[src/rtl/instr_encoder_pkg.sv]
// Shared definitions for the instruction-stream writer: instruction kinds,
// opcode/funct assignments matching the core's control decoder, and FSM states.
package instr_enc_pkg;

  typedef enum logic [3:0] {
    K_RTYPE   = 4'd0,
    K_LW      = 4'd1,
    K_SW      = 4'd2,
    K_BEQ     = 4'd3,
    K_BMEM    = 4'd4,
    K_JS      = 4'd5,
    K_JZ      = 4'd6,
    K_JMEM    = 4'd7,
    K_PCTOREG = 4'd8,
    K_SHIFT   = 4'd9
  } kind_e;

  localparam logic [5:0] OP_RTYPE = 6'h00;
  localparam logic [5:0] OP_LW    = 6'h23;
  localparam logic [5:0] OP_SW    = 6'h2B;
  localparam logic [5:0] OP_BEQ   = 6'h04;
  localparam logic [5:0] OP_BMEM  = 6'h14;
  localparam logic [5:0] OP_JS    = 6'h13;
  localparam logic [5:0] OP_JZ    = 6'h1A;

  localparam logic [5:0] FN_SHIFT   = 6'h04;
  localparam logic [5:0] FN_PCTOREG = 6'h16;
  localparam logic [5:0] FN_JMEM    = 6'h2D;

  typedef enum logic [1:0] {
    S_IDLE  = 2'd0,
    S_RUN   = 2'd1,
    S_DRAIN = 2'd2
  } state_e;

  function automatic logic kind_legal(input logic [3:0] kind);
    return (kind <= 4'd9);
  endfunction

endpackage

[src/rtl/instr_encoder_if.sv]
// Symbolic instruction request channel: the loader is master, the encoder slave.
interface instr_encoder_if;
  logic        req_valid;
  logic        req_ready;
  logic [3:0]  req_kind;
  logic [4:0]  req_rs;
  logic [4:0]  req_rt;
  logic [4:0]  req_rd;
  logic [15:0] req_imm;
  logic [5:0]  req_funct;
  logic        req_last;

  modport master (
    output req_valid, req_kind, req_rs, req_rt, req_rd, req_imm, req_funct, req_last,
    input  req_ready
  );

  modport slave (
    input  req_valid, req_kind, req_rs, req_rt, req_rd, req_imm, req_funct, req_last,
    output req_ready
  );
endinterface

[src/rtl/instr_encoder_fifo.sv]
// Synchronous word FIFO between the encoder and the imem write port.
// Accepts a push on a full FIFO when a pop happens in the same cycle.
module instr_fifo #(
  parameter int WIDTH = 32,
  parameter int DEPTH = 4
) (
  input  logic             clk,
  input  logic             reset,
  input  logic             push,
  input  logic [WIDTH-1:0] wdata,
  input  logic             pop,
  output logic [WIDTH-1:0] rdata,
  output logic             full,
  output logic             empty
);

  localparam int PW = $clog2(DEPTH);

  logic [WIDTH-1:0] mem_r [DEPTH];
  logic [PW-1:0]    wr_ptr_r;
  logic [PW-1:0]    rd_ptr_r;
  logic [PW:0]      count_r;
  logic             wr_en_s;
  logic             rd_en_s;

  assign full    = (count_r == (PW+1)'(DEPTH));
  assign empty   = (count_r == '0);
  assign rd_en_s = pop && !empty;
  assign wr_en_s = push && (!full || rd_en_s);
  assign rdata   = mem_r[rd_ptr_r];

  // Storage array; contents need no reset because occupancy gates every read.
  always_ff @(posedge clk) begin
    if (wr_en_s) begin
      mem_r[wr_ptr_r] <= wdata;
    end
  end

  // Pointer and occupancy tracking.
  always_ff @(posedge clk or posedge reset) begin
    if (reset) begin
      wr_ptr_r <= '0;
      rd_ptr_r <= '0;
      count_r  <= '0;
    end else begin
      if (wr_en_s) wr_ptr_r <= wr_ptr_r + 1'b1;
      if (rd_en_s) rd_ptr_r <= rd_ptr_r + 1'b1;
      case ({wr_en_s, rd_en_s})
        2'b10:   count_r <= count_r + 1'b1;
        2'b01:   count_r <= count_r - 1'b1;
        default: count_r <= count_r;
      endcase
    end
  end

endmodule

[src/rtl/instr_encoder.sv]
// Encodes symbolic instruction requests and streams them into imem from base_addr.
// Optional illegal-kind trapping: define INSTR_ENCODER_CHECK_EN.
module instr_encoder
  import instr_enc_pkg::*;
#(
  parameter int ADDR_W = 8,
  parameter int DEPTH  = 4
) (
  input  logic              clk,
  input  logic              reset,
  input  logic              start,
  input  logic [ADDR_W-1:0] base_addr,
  instr_encoder_if.slave    req,
  input  logic              imem_stall,
  output logic              imem_we,
  output logic [ADDR_W-1:0] imem_addr,
  output logic [31:0]       imem_wdata,
  output logic              done,
  output logic              wrapped,
  output logic              err
);

  state_e            state_r;
  logic [ADDR_W-1:0] addr_r;
  logic              accept_s;
  logic              push_s;
  logic              pop_s;
  logic              err_set_s;
  logic              fifo_full_s;
  logic              fifo_empty_s;
  logic [31:0]       enc_word_s;
  logic [31:0]       fifo_head_s;

  function automatic logic [31:0] encode(
    input logic [3:0]  kind,
    input logic [4:0]  rs,
    input logic [4:0]  rt,
    input logic [4:0]  rd,
    input logic [15:0] imm,
    input logic [5:0]  funct
  );
    logic [31:0] word;
    case (kind)
      K_RTYPE:   word = {OP_RTYPE, rs, rt, rd, 5'b0, funct};
      K_SHIFT:   word = {OP_RTYPE, rs, rt, rd, 5'b0, FN_SHIFT};
      K_PCTOREG: word = {OP_RTYPE, rs, rt, rd, 5'b0, FN_PCTOREG};
      K_JMEM:    word = {OP_RTYPE, rs, rt, rd, 5'b0, FN_JMEM};
      K_LW:      word = {OP_LW,   rs, rt, imm};
      K_SW:      word = {OP_SW,   rs, rt, imm};
      K_BEQ:     word = {OP_BEQ,  rs, rt, imm};
      K_BMEM:    word = {OP_BMEM, rs, rt, imm};
      K_JS:      word = {OP_JS,   rs, rt, imm};
      K_JZ:      word = {OP_JZ,   rs, rt, imm};
      default:   word = 32'h0000_0000;
    endcase
    return word;
  endfunction

  // Request encoding for the word about to be pushed.
  always_comb begin
    enc_word_s = encode(req.req_kind, req.req_rs, req.req_rt, req.req_rd,
                        req.req_imm, req.req_funct);
  end

  assign req.req_ready = (state_r == S_RUN) && !fifo_full_s;
  assign accept_s      = req.req_valid && req.req_ready;
  assign pop_s         = !fifo_empty_s && !imem_stall;

`ifdef INSTR_ENCODER_CHECK_EN
  assign push_s    = accept_s && kind_legal(req.req_kind);
  assign err_set_s = accept_s && !kind_legal(req.req_kind);
`else
  assign push_s    = accept_s;
  assign err_set_s = 1'b0;
`endif

  instr_fifo #(.WIDTH(32), .DEPTH(DEPTH)) u_fifo (
    .clk   (clk),
    .reset (reset),
    .push  (push_s),
    .wdata (enc_word_s),
    .pop   (pop_s),
    .rdata (fifo_head_s),
    .full  (fifo_full_s),
    .empty (fifo_empty_s)
  );

  // Session FSM, address counter and registered imem/status outputs.
  always_ff @(posedge clk or posedge reset) begin
    if (reset) begin
      state_r    <= S_IDLE;
      addr_r     <= '0;
      imem_we    <= 1'b0;
      imem_addr  <= '0;
      imem_wdata <= 32'h0000_0000;
      done       <= 1'b0;
      wrapped    <= 1'b0;
      err        <= 1'b0;
    end else begin
      done    <= 1'b0;
      err     <= err_set_s;
      imem_we <= pop_s;
      if (pop_s) begin
        imem_addr  <= addr_r;
        imem_wdata <= fifo_head_s;
        addr_r     <= addr_r + 1'b1;
        if (&addr_r) wrapped <= 1'b1;
      end
      case (state_r)
        S_IDLE: begin
          // FIFO is always empty here, so no pop competes with the reload.
          if (start) begin
            state_r <= S_RUN;
            addr_r  <= base_addr;
            wrapped <= 1'b0;
          end
        end
        S_RUN: begin
          if (accept_s && req.req_last) state_r <= S_DRAIN;
        end
        S_DRAIN: begin
          if (fifo_empty_s) begin
            done    <= 1'b1;
            state_r <= S_IDLE;
          end
        end
        default: state_r <= S_IDLE;
      endcase
    end
  end

endmodule
[src/flat_wrapper.sv]
// flat-port wrapper written by rule: the top's interface ports become plain ports
module instr_encoder_flat import instr_enc_pkg::*;
#(
  parameter int ADDR_W = 8,
  parameter int DEPTH  = 4
)
  (clk, reset, start, base_addr, imem_stall, imem_we, imem_addr, imem_wdata, done, wrapped, err, req_req_valid, req_req_kind, req_req_rs, req_req_rt, req_req_rd, req_req_imm, req_req_funct, req_req_last, req_req_ready);
  instr_encoder_if req_i ();
  input  logic clk;
  input  logic reset;
  input  logic start;
  input  logic [ADDR_W-1:0] base_addr;
  input  logic imem_stall;
  output logic imem_we;
  output logic [ADDR_W-1:0] imem_addr;
  output logic [31:0] imem_wdata;
  output logic done;
  output logic wrapped;
  output logic err;
  input wire logic [$bits(req_i.req_valid)-1:0] req_req_valid;
  input wire logic [$bits(req_i.req_kind)-1:0] req_req_kind;
  input wire logic [$bits(req_i.req_rs)-1:0] req_req_rs;
  input wire logic [$bits(req_i.req_rt)-1:0] req_req_rt;
  input wire logic [$bits(req_i.req_rd)-1:0] req_req_rd;
  input wire logic [$bits(req_i.req_imm)-1:0] req_req_imm;
  input wire logic [$bits(req_i.req_funct)-1:0] req_req_funct;
  input wire logic [$bits(req_i.req_last)-1:0] req_req_last;
  output wire logic [$bits(req_i.req_ready)-1:0] req_req_ready;
  assign req_i.req_valid = req_req_valid;
  assign req_i.req_kind = req_req_kind;
  assign req_i.req_rs = req_req_rs;
  assign req_i.req_rt = req_req_rt;
  assign req_i.req_rd = req_req_rd;
  assign req_i.req_imm = req_req_imm;
  assign req_i.req_funct = req_req_funct;
  assign req_i.req_last = req_req_last;
  assign req_req_ready = req_i.req_ready;
  instr_encoder #(.ADDR_W(ADDR_W), .DEPTH(DEPTH)) u_core (.clk(clk), .reset(reset), .start(start), .base_addr(base_addr), .req(req_i), .imem_stall(imem_stall), .imem_we(imem_we), .imem_addr(imem_addr), .imem_wdata(imem_wdata), .done(done), .wrapped(wrapped), .err(err));
endmodule
[config.mk]
export PLATFORM = sky130hd
export DESIGN_NAME = instr_encoder_flat
export DESIGN_NICKNAME = d
export VERILOG_FILES = /design/src/rtl/instr_encoder_pkg.sv /design/src/rtl/instr_encoder_if.sv /design/src/rtl/instr_encoder_fifo.sv /design/src/rtl/instr_encoder.sv /design/src/flat_wrapper.sv
export SDC_FILE = /design/constraint.sdc
export NUM_CORES = 1
export LEC_CHECK = 0
export CORE_MARGIN = 2
export CORE_UTILIZATION = 55
export DETAILED_ROUTE_END_ITERATION = 10
export PLACE_DENSITY_LB_ADDON = 0.08
export RECOVER_POWER = 25
export SYNTH_ARGS = -nofsm -noshare
export SYNTH_HDL_FRONTEND = slang
export SYNTH_SLANG_ARGS = --single-unit
[constraint.sdc]
create_clock -name clk -period 2.9 [get_ports clk]
set_clock_uncertainty 0.05 [all_clocks]
set_input_delay 0.29 -clock clk [delete_from_list [all_inputs] [get_ports clk]]
set_output_delay 0.29 -clock clk [all_outputs]
set_load 0.005 [all_outputs]
* After elaboration in Yosys (flattened, before gate mapping) *
Memories as Yosys holds them, arrays and structs flattened. A register that Yosys moved wholly into a read port is not among the register bits.
Index checks and enable logic that the tools add are counted.
Widths: inputs -> output; s select.

word-level totals
  output and inout port bits = 45
  bits in registers = 28
  latch bits = 0
  memories = 1
  bits in read-only memories = 0
  bits in writable memories = 128
  bits of input ports = 55

cells by class
  shifts and indexed selects = 0
  $add $sub $neg = 5
  magnitude comparators = 0
  bitwise logic cells = 0
  equal/unequal tests = 17
  mux-type cells = 17
  multipliers = 0
  divide/modulo/power cells = 0
  reduce and logical (&&, ||, !) cells = 16

memory list
  memory               words  bits a word  read ports  clocked after memory_dff  write ports  line                      text
  u_core.u_fifo.mem_r  4      32           1           1                         1            instr_encoder_fifo.sv:19  logic [WIDTH-1:0] mem_r [DEPTH];

operator list
  operator             number
  $pmux 32 s10         1
  $mux 8               3
  $eq 4x3->1 const B   4
  $add 8x1->8 const B  1
  $eq 4x2->1 const B   2
  $eq 4x4->1 const B   2
  $mux 1               8
  $reduce_and 8->1     1
  $logic_and 1x1->1    6
  $mux 2               3
  $pmux 2 s3           1
  $pmux 3 s2           1
  $add 2x1->2 const B  2
  $eq 2x1->1 const B   2
  $eq 2x2->1 const B   2
  $eq 4x1->1 const B   1
  $logic_not 4->1      1
  $ne 2x2->1 const B   2
  $add 3x1->3 const B  1
  $eq 3x3->1 const B   1
  $logic_not 1->1      3
  $logic_not 3->1      1
  $reduce_and 3->1     1
  $sub 3x1->3 const B  1
  other kinds (4)      4

* Longest topological paths before layout *
Gate-level depths: netlist (run 1).

  depth in word-level cells = 8
  gate-level depth with buffers = 9
  gate-level depth less buffers = 9

* Modules after synthesis *
From an unflattened synthesis (run 1), not the netlist that was laid out.

second synthesis, totals
  cell total of the unflattened synthesis = 461
  area total of the unflattened synthesis = 7748.7 µm²

by module, submodules not included
  module         sequential area each (µm²)  times used  cells each  area an instance (µm²)
  instr_fifo     4018.9                      1           222         5124.9
  instr_encoder  1326.3                      1           239         2623.8

* Least setup slack after synthesis (run 1) *
No wires, ideal clock.

  kind = register to register
  start = reg u_core.u_fifo.count_r[2]
  end = mem u_core.u_fifo.mem_r[0][0], enable pin
  setup slack = 0.606 ns
  path buffers = 0
  data arrival time = 1.852 ns
  cell stages (with the launch flop) = 4
  cells stage by stage = dfrtp_1 nor3b_1 nor3b_2 and2_1

on the way
  word-level cells in the longest chain between the ends = 8
  elaborated cells on any way between the ends = 12
  those cells by class = eq/ne (1); mux (2); reduce/logical (9)

ends and longest elaborated chain
  element                           line                                           text
  start, declared                   instr_encoder_fifo.sv:22                       logic [PW:0] count_r;
  start signal, assigned            instr_encoder_fifo.sv:49                       2'b10: count_r <= count_r + 1'b1;
  start signal, assigned            instr_encoder_fifo.sv:50                       2'b01: count_r <= count_r - 1'b1;
  start signal, assigned            instr_encoder_fifo.sv:51                       default: count_r <= count_r;
  $logic_not 3->1                   instr_encoder_fifo.sv:27                       assign empty = (count_r == '0);
  $logic_not 1->1                   instr_encoder_fifo.sv:28, instr_encoder.sv:67
  $logic_and 1x1->1                 instr_encoder.sv:67                            assign pop_s = !fifo_empty_s && !imem_stall;
  $logic_and 1x1->1                 instr_encoder_fifo.sv:28                       assign rd_en_s = pop && !empty;
  $logic_or 1x1->1                  instr_encoder_fifo.sv:29                       assign wr_en_s = push && (!full || rd_en_s);
  $logic_and 1x1->1 (*)             instr_encoder_fifo.sv:29
  $mux 1 (*)                        instr_encoder_fifo.sv:34                       if (wr_en_s) begin
  $mux 1 (implied by the code) (*)  instr_encoder_fifo.sv:35                       mem_r[wr_ptr_r] <= wdata;
  end, declared                     instr_encoder_fifo.sv:19

Mark *: on every way between the ends. The rest lies on a longest branch, timed or not.

* Worst setup path after layout (run 1) *
  start = reg u_core.u_fifo.count_r[0]
  end = reg u_core.u_fifo.count_r[2]

on the way
  word-level cells in the longest chain between the ends = 8
  elaborated cells on any way between the ends = 16
  those cells by class = add/sub (2); eq/ne (3); mux (1); reduce/logical (10)

ends and longest elaborated chain
  element                                          line                                           text
  $logic_not 3->1                                  instr_encoder_fifo.sv:27
  $logic_not 1->1                                  instr_encoder_fifo.sv:28, instr_encoder.sv:67
  $logic_and 1x1->1                                instr_encoder.sv:67
  $logic_and 1x1->1                                instr_encoder_fifo.sv:28
  $logic_or 1x1->1                                 instr_encoder_fifo.sv:29
  $logic_and 1x1->1                                instr_encoder_fifo.sv:29
  $eq 2x1->1 or $eq 2x2->1 (tied branches)         instr_encoder_fifo.sv:48                       case ({wr_en_s, rd_en_s})
  $pmux 3 s2 or $reduce_bool 2->1 (tied branches)  -

Several ways; a longest one is shown, not always the timed one.
A chain may end at the register's enable or synchronous reset.

==> flow_summary.json, run 1 <==
{
  "totalWireLength_mm": 13.89,
  "multi_input_area_um2": 2086,
  "postSynthAreaPerCell_um2": 17.42,
  "grt_pass1_vias": 4235,
  "fin_crit_sh_pct": 85.45,
  "dp_slack_ns": 0.4653,
  "drt_pass1_iterations": 4,
  "relSlewSlack_pct": 15.74,
  "yosysWarningCount": 0,
  "grt_usage_pct": 20.87,
  "drtIter0Drc": 307,
  "cts_resized": 0,
  "clock_latency_ns": 0.43,
  "finalSetupViolations": 0,
  "hold_class": "primary input to flop",
  "cp-end-kind": "flop",
  "synth_edf_count": 128,
  "vias": 4072,
  "start_util_pct": 56.77,
  "cts_tree": "done",
  "worst_pin_slew_ns": 1.254,
  "yosysSeqAreaShare_pct": 70.54,
  "power_density_nw_per_um2": 957.1,
  "ys_ff_latch": 188,
  "cts.sinks": 188,
  "wl_per_cell_um": 18.87,
  "clk_pin_slew_ns": 0.06,
  "grt_first_pass_wirelength_mm": 22.36,
  "synth_top_flop_cell": "edfxtp_1",
  "port_buffers": 98,
  "drc": 0,
  "vdd_ir_drop_max_v": 0.0005012,
  "dp.final_hpwl_mm": 8.910,
  "outcome": "finished, final reports clean",
  "clk_path_buf_depth": 2,
  "worst_slack_ns": 0.4221,
  "cts-root-buf": "clkbuf_16",
  "dieArea_um2": 14730,
  "leakage_nw": 3.396,
  "drive_gt1_share_pct": 21.25,
  "seq_area_um2": 5346,
  "synth-async-reset-ratio_pct": 31.91,
  "num_rows": 42,
  "nets": 609,
  "ant_nets": 0,
  "gp_congestion": 0.8383,
  "h-tree-depth": 4,
  "post-route-cell-area_um2": 9457,
  "area_growth_pct": 24.80,
  "path_class": "flop to flop",
  "fin_setup_tns_ns": 0,
  "numCtsBuffers": 17,
  "diodes": 0,
  "rsz0062_at_grt": "no",
  "hold_violations": 0,
  "postCtsHoldBufs": 0,
  "fmax_mhz": 403.6,
  "post_cts_buffers": 0,
  "required_ns": 3.16,
  "overflow": 0,
  "worstSetupStartpointType": "flop",
  "cap_violations": 0,
  "coreArea_um2": 13350,
  "min_period_ns": 2.478,
  "n_fill_cell": 893,
  "drv_slew": 0,
  "yosysUniqueCellTypes": 39,
  "antenna_found_initial": 0,
  "cp.arrival_ns": 2.74,
  "synth_fp_nets": 497,
  "dieWidth_um": 121.4,
  "cp_max_fo": 10,
  "routed_via_density": 5.533,
  "synth_area_um2": 7577,
  "pin_count": 100,
  "die_h_um": 121.4,
  "synth_cells": 435,
  "grt_max_degree": 45,
  "place_area_um2": 8853
}
metrics by stage:
stage / total power, mW / std cells / utilization [%] / hold slack [ns]
6_report: 9.051 / 736 / 70.85 / 0.3635
2_1_floorplan: 5.540 / 435 / - / 0.3568
5_1_grt: 9.552 / 736 / 70.85 / 0.3629
3_3_place_gp: 6.632 / 704 / 66.33 / 0.4196
4_1_cts: 9.173 / 736 / 71.10 / 0.1730
3_5_place_dp: 6.717 / 704 / 66.33 / 0.4292
power breakdown:
| part | internal, mW | total [mW] | switching, mW |
|---|---|---|---|
| combinational | 1.58 | 2.67 | 1.09 |
| clock | 1.46 | 2.45 | 0.997 |
| sequential | 3.57 | 3.92 | 0.351 |
synthesized netlist by cell type, types with 2 or more instances:
master	instances	area share, %
nor2_1	8	0.40
nand2b_1	4	0.33
mux4_2	32	9.5
and3_1	2	0.17
mux2_2	33	4.9
mux2_1	7	1.0
inv_1	9	0.45
buf_2	4	0.26
clkbuf_1	10	0.50
nand3_1	4	0.26
xnor2_1	9	1.0
and2_1	21	1.7
xor2_1	4	0.46
nor3b_1	3	0.30
dfrtp_1	60	20
a22oi_1	5	0.50
a21oi_1	5	0.33
nand2_1	24	1.2
nor3_1	3	0.20
ha_1	6	0.99
edfxtp_1	128	51
a31oi_1	4	0.33
mux2i_1	2	0.26
o21ai_0	26	1.7
a21o_1	2	0.20
nor4_1	3	0.25
buf_4	5	0.50
area by class of cell:
class / count / area share [%]
Sequential cell: 188 / 56.54
Multi-Input combinational cell: 218 / 22.06
Timing Repair Buffer: 113 / 11.99
Clock buffer: 17 / 4.499
Tap cell: 176 / 2.329
Clock inverter: 15 / 2.236
Inverter: 9 / 0.3572
placed cells by master (no fill, tap or decap), types with 4 or more instances in the layout:
cell type,synthesis,layout
a22oi_1,5,5
dfrtp_1,60,59
bufinv_16,0,4
xor2_1,4,4
clkbuf_16,0,17
nand3_1,4,4
and2_2,0,4
mux2_1,7,7
edfxtp_1,128,128
xnor2_1,9,9
a21oi_1,5,5
inv_1,9,9
buf_12,0,4
o21ai_0,26,27
nor3_1,3,4
and2_0,0,9
nor2_1,8,8
nand2b_1,4,4
ha_1,6,6
mux2_2,33,33
and2_1,21,8
mux4_2,32,32
clkdlybuf4s50_1,0,95
buf_4,5,8
a31oi_1,4,4
nand2_1,24,24
sequential cells by signal, summed over array words and instances (netlist names):
| signal | count |
|---|---|
| u_core.u_fifo.mem_r | 128 |
| u_core.imem_wdata | 32 |
| u_core.addr_r | 8 |
| u_core.imem_addr | 8 |
| u_core.u_fifo.count_r | 3 |
| u_core.state_r | 2 |
| u_core.u_fifo.rd_ptr_r | 2 |
| u_core.u_fifo.wr_ptr_r | 2 |
| u_core.done | 1 |
| u_core.imem_we | 1 |
| u_core.wrapped | 1 |
routing by layer:
metal | track usage, % | wire length [um] | vias to the layer above
met4 | 6.897 | 193 | 0
met2 | 34.02 | 6959 | 128
met5 | 0 | 0 | -
li1 | - | - | 1877
met1 | 28.01 | 5961 | 2056
met3 | 4.981 | 775 | 11
final timing paths:
kind	start	end	slack, ns	cells past startpoint
min in group asynchronous	reset	u_core.imem_wdata[22]	0.44	2
worst max register to register	u_core.u_fifo.count_r[0]	u_core.u_fifo.count_r[2]	0.42	8
worst max-delay path	u_core.u_fifo.count_r[0]	u_core.u_fifo.count_r[2]	0.42	8
max in group asynchronous	reset	u_core.u_fifo.rd_ptr_r[0]	0.82	3
worst min register to register	u_core.imem_addr[6]	u_core.imem_addr[6]	0.44	1
worst min-delay path	base_addr[4]	u_core.addr_r[4]	0.36	3
cell families (layout without fill, tap and decap cells):
family	Yosys count	after routing	synth area share, %
flops	188	188	70.54
simple gates	78	78	5.746
mux	74	74	15.72
compound gates	45	45	3.335
buf+inv	29	154	1.849
xor+xnor	13	13	1.503
fa+ha+maj	7	7	1.255
other cells	1	1	0.04949
worst max-delay path: stages, from the launching register on:
cell and delay [ns]:
dfrtp_1 0.43, nor3_1 1.01, nor2_4 0.01, ha_1 0.25
inv_1 0.07, fa_1 0.19, xor2_1 0.14, nor2_1 0.06
xor2_1 0.14
(Power assumes the default switching activity.)
==> run 2: changes to the inputs <==
--- a/config.mk
+++ b/config.mk
@@ -5,9 +5,10 @@
 export SDC_FILE = /design/constraint.sdc
 export NUM_CORES = 1
 export LEC_CHECK = 0
-export CORE_MARGIN = 2
+export CORE_MARGIN = 5
 export CORE_UTILIZATION = 55
 export DETAILED_ROUTE_END_ITERATION = 10
+export MAX_ROUTING_LAYER = met4
 export PLACE_DENSITY_LB_ADDON = 0.08
 export RECOVER_POWER = 25
 export SYNTH_ARGS = -nofsm -noshare
==> run 2 against run 1 <==
  * Die area up 10%
  * First-iteration DRC count increased by 6.8%
  * Non-clock buffer count increased by 2
  * Critical path depth is the same
  * Highest routed layer unchanged
==> flow_summary.json, run 2 (same netlist as run 1, synthesis figures left out) <==
{
  "cp_max_fo": 10,
  "grt_pass1_vias": 4274,
  "final_cell_mix": "edfxtp_1, clkdlybuf4s50_1, dfrtp_1",
  "drc": 0,
  "rsz0062_at_grt": "no",
  "cts-root-buf": "clkbuf_16",
  "antenna_found_initial": 0,
  "clock_latency_ns": 0.42,
  "vdd_ir_drop_max_v": 0.0004113,
  "pin_count": 100,
  "hold_class": "primary input to flop",
  "start_util_pct": 56.55,
  "h-tree-depth": 4,
  "multi_input_area_um2": 2086,
  "outcome": "finished, final reports clean",
  "die_h_um": 127.4,
  "cts_tree": "done",
  "fin_setup_tns_ns": 0,
  "totalWireLength_mm": 13.75,
  "vias": 4110,
  "leakage_nw": 3.368,
  "fin_hold_ws_ns": 0.3779,
  "final_core_util_pct": 69.96,
  "overflow": 0,
  "cts_resized": 0,
  "coreArea_um2": 13400,
  "worstSetupStartpointType": "flop",
  "dp.final_hpwl_mm": 8.875,
  "postCtsHoldBufs": 0,
  "dp.cells": 706,
  "finalSetupViolations": 0,
  "numCtsBuffers": 17,
  "hold_violations": 0,
  "post_cts_buffers": 0,
  "ant_nets": 0,
  "nets": 611,
  "fin_crit_sh_pct": 83.41,
  "gp_congestion": 0.8854,
  "relSlewSlack_pct": 18.57,
  "power_density_nw_per_um2": 928.7,
  "n_fill_cell": 916,
  "drive_gt1_share_pct": 20.11,
  "routed_via_density": 5.569,
  "grt_usage_pct": 18.70,
  "num_rows": 42,
  "clk_path_buf_depth": 2,
  "reg.largest.list": "u_core.u_fifo.mem_r: 128 flops, u_core.imem_wdata: 32 flops",
  "dieArea_um2": 16220,
  "cp-end-kind": "flop",
  "cp.arrival_ns": 2.67,
  "drtIter0Drc": 328,
  "grt_max_degree": 45,
  "port_buffers": 98,
  "seq_area_um2": 5346,
  "drv_slew": 0,
  "clk_pin_slew_ns": 0.06,
  "grt_first_pass_wirelength_mm": 22.51,
  "fin_cells": 738,
  "drt_pass1_iterations": 4,
  "regMostFlops": "u_core.u_fifo.mem_r",
  "diodes": 0,
  "min_period_ns": 2.419,
  "total_power_mw": 8.707,
  "dieWidth_um": 127.4,
  "largest_reg_flops": 128,
  "layout_commonest_cell": "edfxtp_1",
  "area_growth_pct": 23.73,
  "required_ns": 3.15,
  "cts.sinks": 188,
  "path_class": "flop to flop",
  "cap_violations": 0,
  "fmax_mhz": 413.4,
  "worst_pin_slew_ns": 1.212,
  "wl_per_cell_um": 18.63
}
run 2: changes by cell type in the layout (fill, tap and decap cells not counted), moves of 2 or more:
| cell | change |
|---|---|
| clkbuf_8 | +4 |
| inv_6 | -2 |
| clkinvlp_4 | -3 |
| clkinv_2 | +2 |
| and2_0 | -2 |
| clkbuf_1 | +7 |
| clkinv_4 | -2 |
| and2_1 | +2 |
| bufinv_16 | -4 |
run 2: path summary, 6_finish.rpt:
path | start | end | slack [ns] | cells after the start
max in group asynchronous | reset | u_core.u_fifo.rd_ptr_r[0] | 0.91 | 3
worst max-delay path | u_core.u_fifo.count_r[0] | u_core.u_fifo.count_r[2] | 0.48 | 8
min in group asynchronous | reset | u_core.imem_wdata[18] | 0.44 | 2
worst max register to register | u_core.u_fifo.count_r[0] | u_core.u_fifo.count_r[2] | 0.48 | 8
worst min-delay path | base_addr[4] | u_core.addr_r[4] | 0.38 | 3
worst min register to register | u_core.imem_wdata[23] | u_core.imem_wdata[23] | 0.44 | 1
run 2: area by class of cell:
| class | instances | area share [%] |
|---|---|---|
| sequential | 188 | 57.03 |
| multi-input combinational | 218 | 22.25 |
| timing repair buffer | 115 | 12.30 |
| clock buffer | 26 | 5.325 |
| tap | 176 | 2.349 |
| clock inverter | 6 | 0.3870 |
| inverter | 9 | 0.3603 |
run 2: report_power, final:
| part | switching, mW | internal, mW | total, mW |
|---|---|---|---|
| Clock | 0.896 | 1.19 | 2.08 |
| Combinational | 1.11 | 1.60 | 2.72 |
| Sequential | 0.333 | 3.57 | 3.91 |
run 2: worst max-delay path: stages (launching register included):
cell,delay (ns)
dfrtp_1,0.43
nor3_1,0.98
nor2_4,0.01
ha_1,0.24
inv_1,0.07
fa_1,0.17
xor2_1,0.15
nor2_1,0.06
xor2_1,0.14
run 2: routing by layer:
layer	GRT usage (%)	vias to the layer above	part of all wire [%]
li1	-	1882	-
met1	25.65	2093	46
met2	28.09	121	47
met3	4.424	14	5.1
met4	6.057	0	1.5
met5	-	-	0
run 2: stage by stage:
step                      instance area [um^2]  setup WS [ns]
after global placement                    8869         0.6638
after detailed placement                  8869         0.5094
final                                     9375         0.4810
after CTS                                 9404         0.6596
after floorplan                           7577         0.6060
after global routing                      9375         0.2802
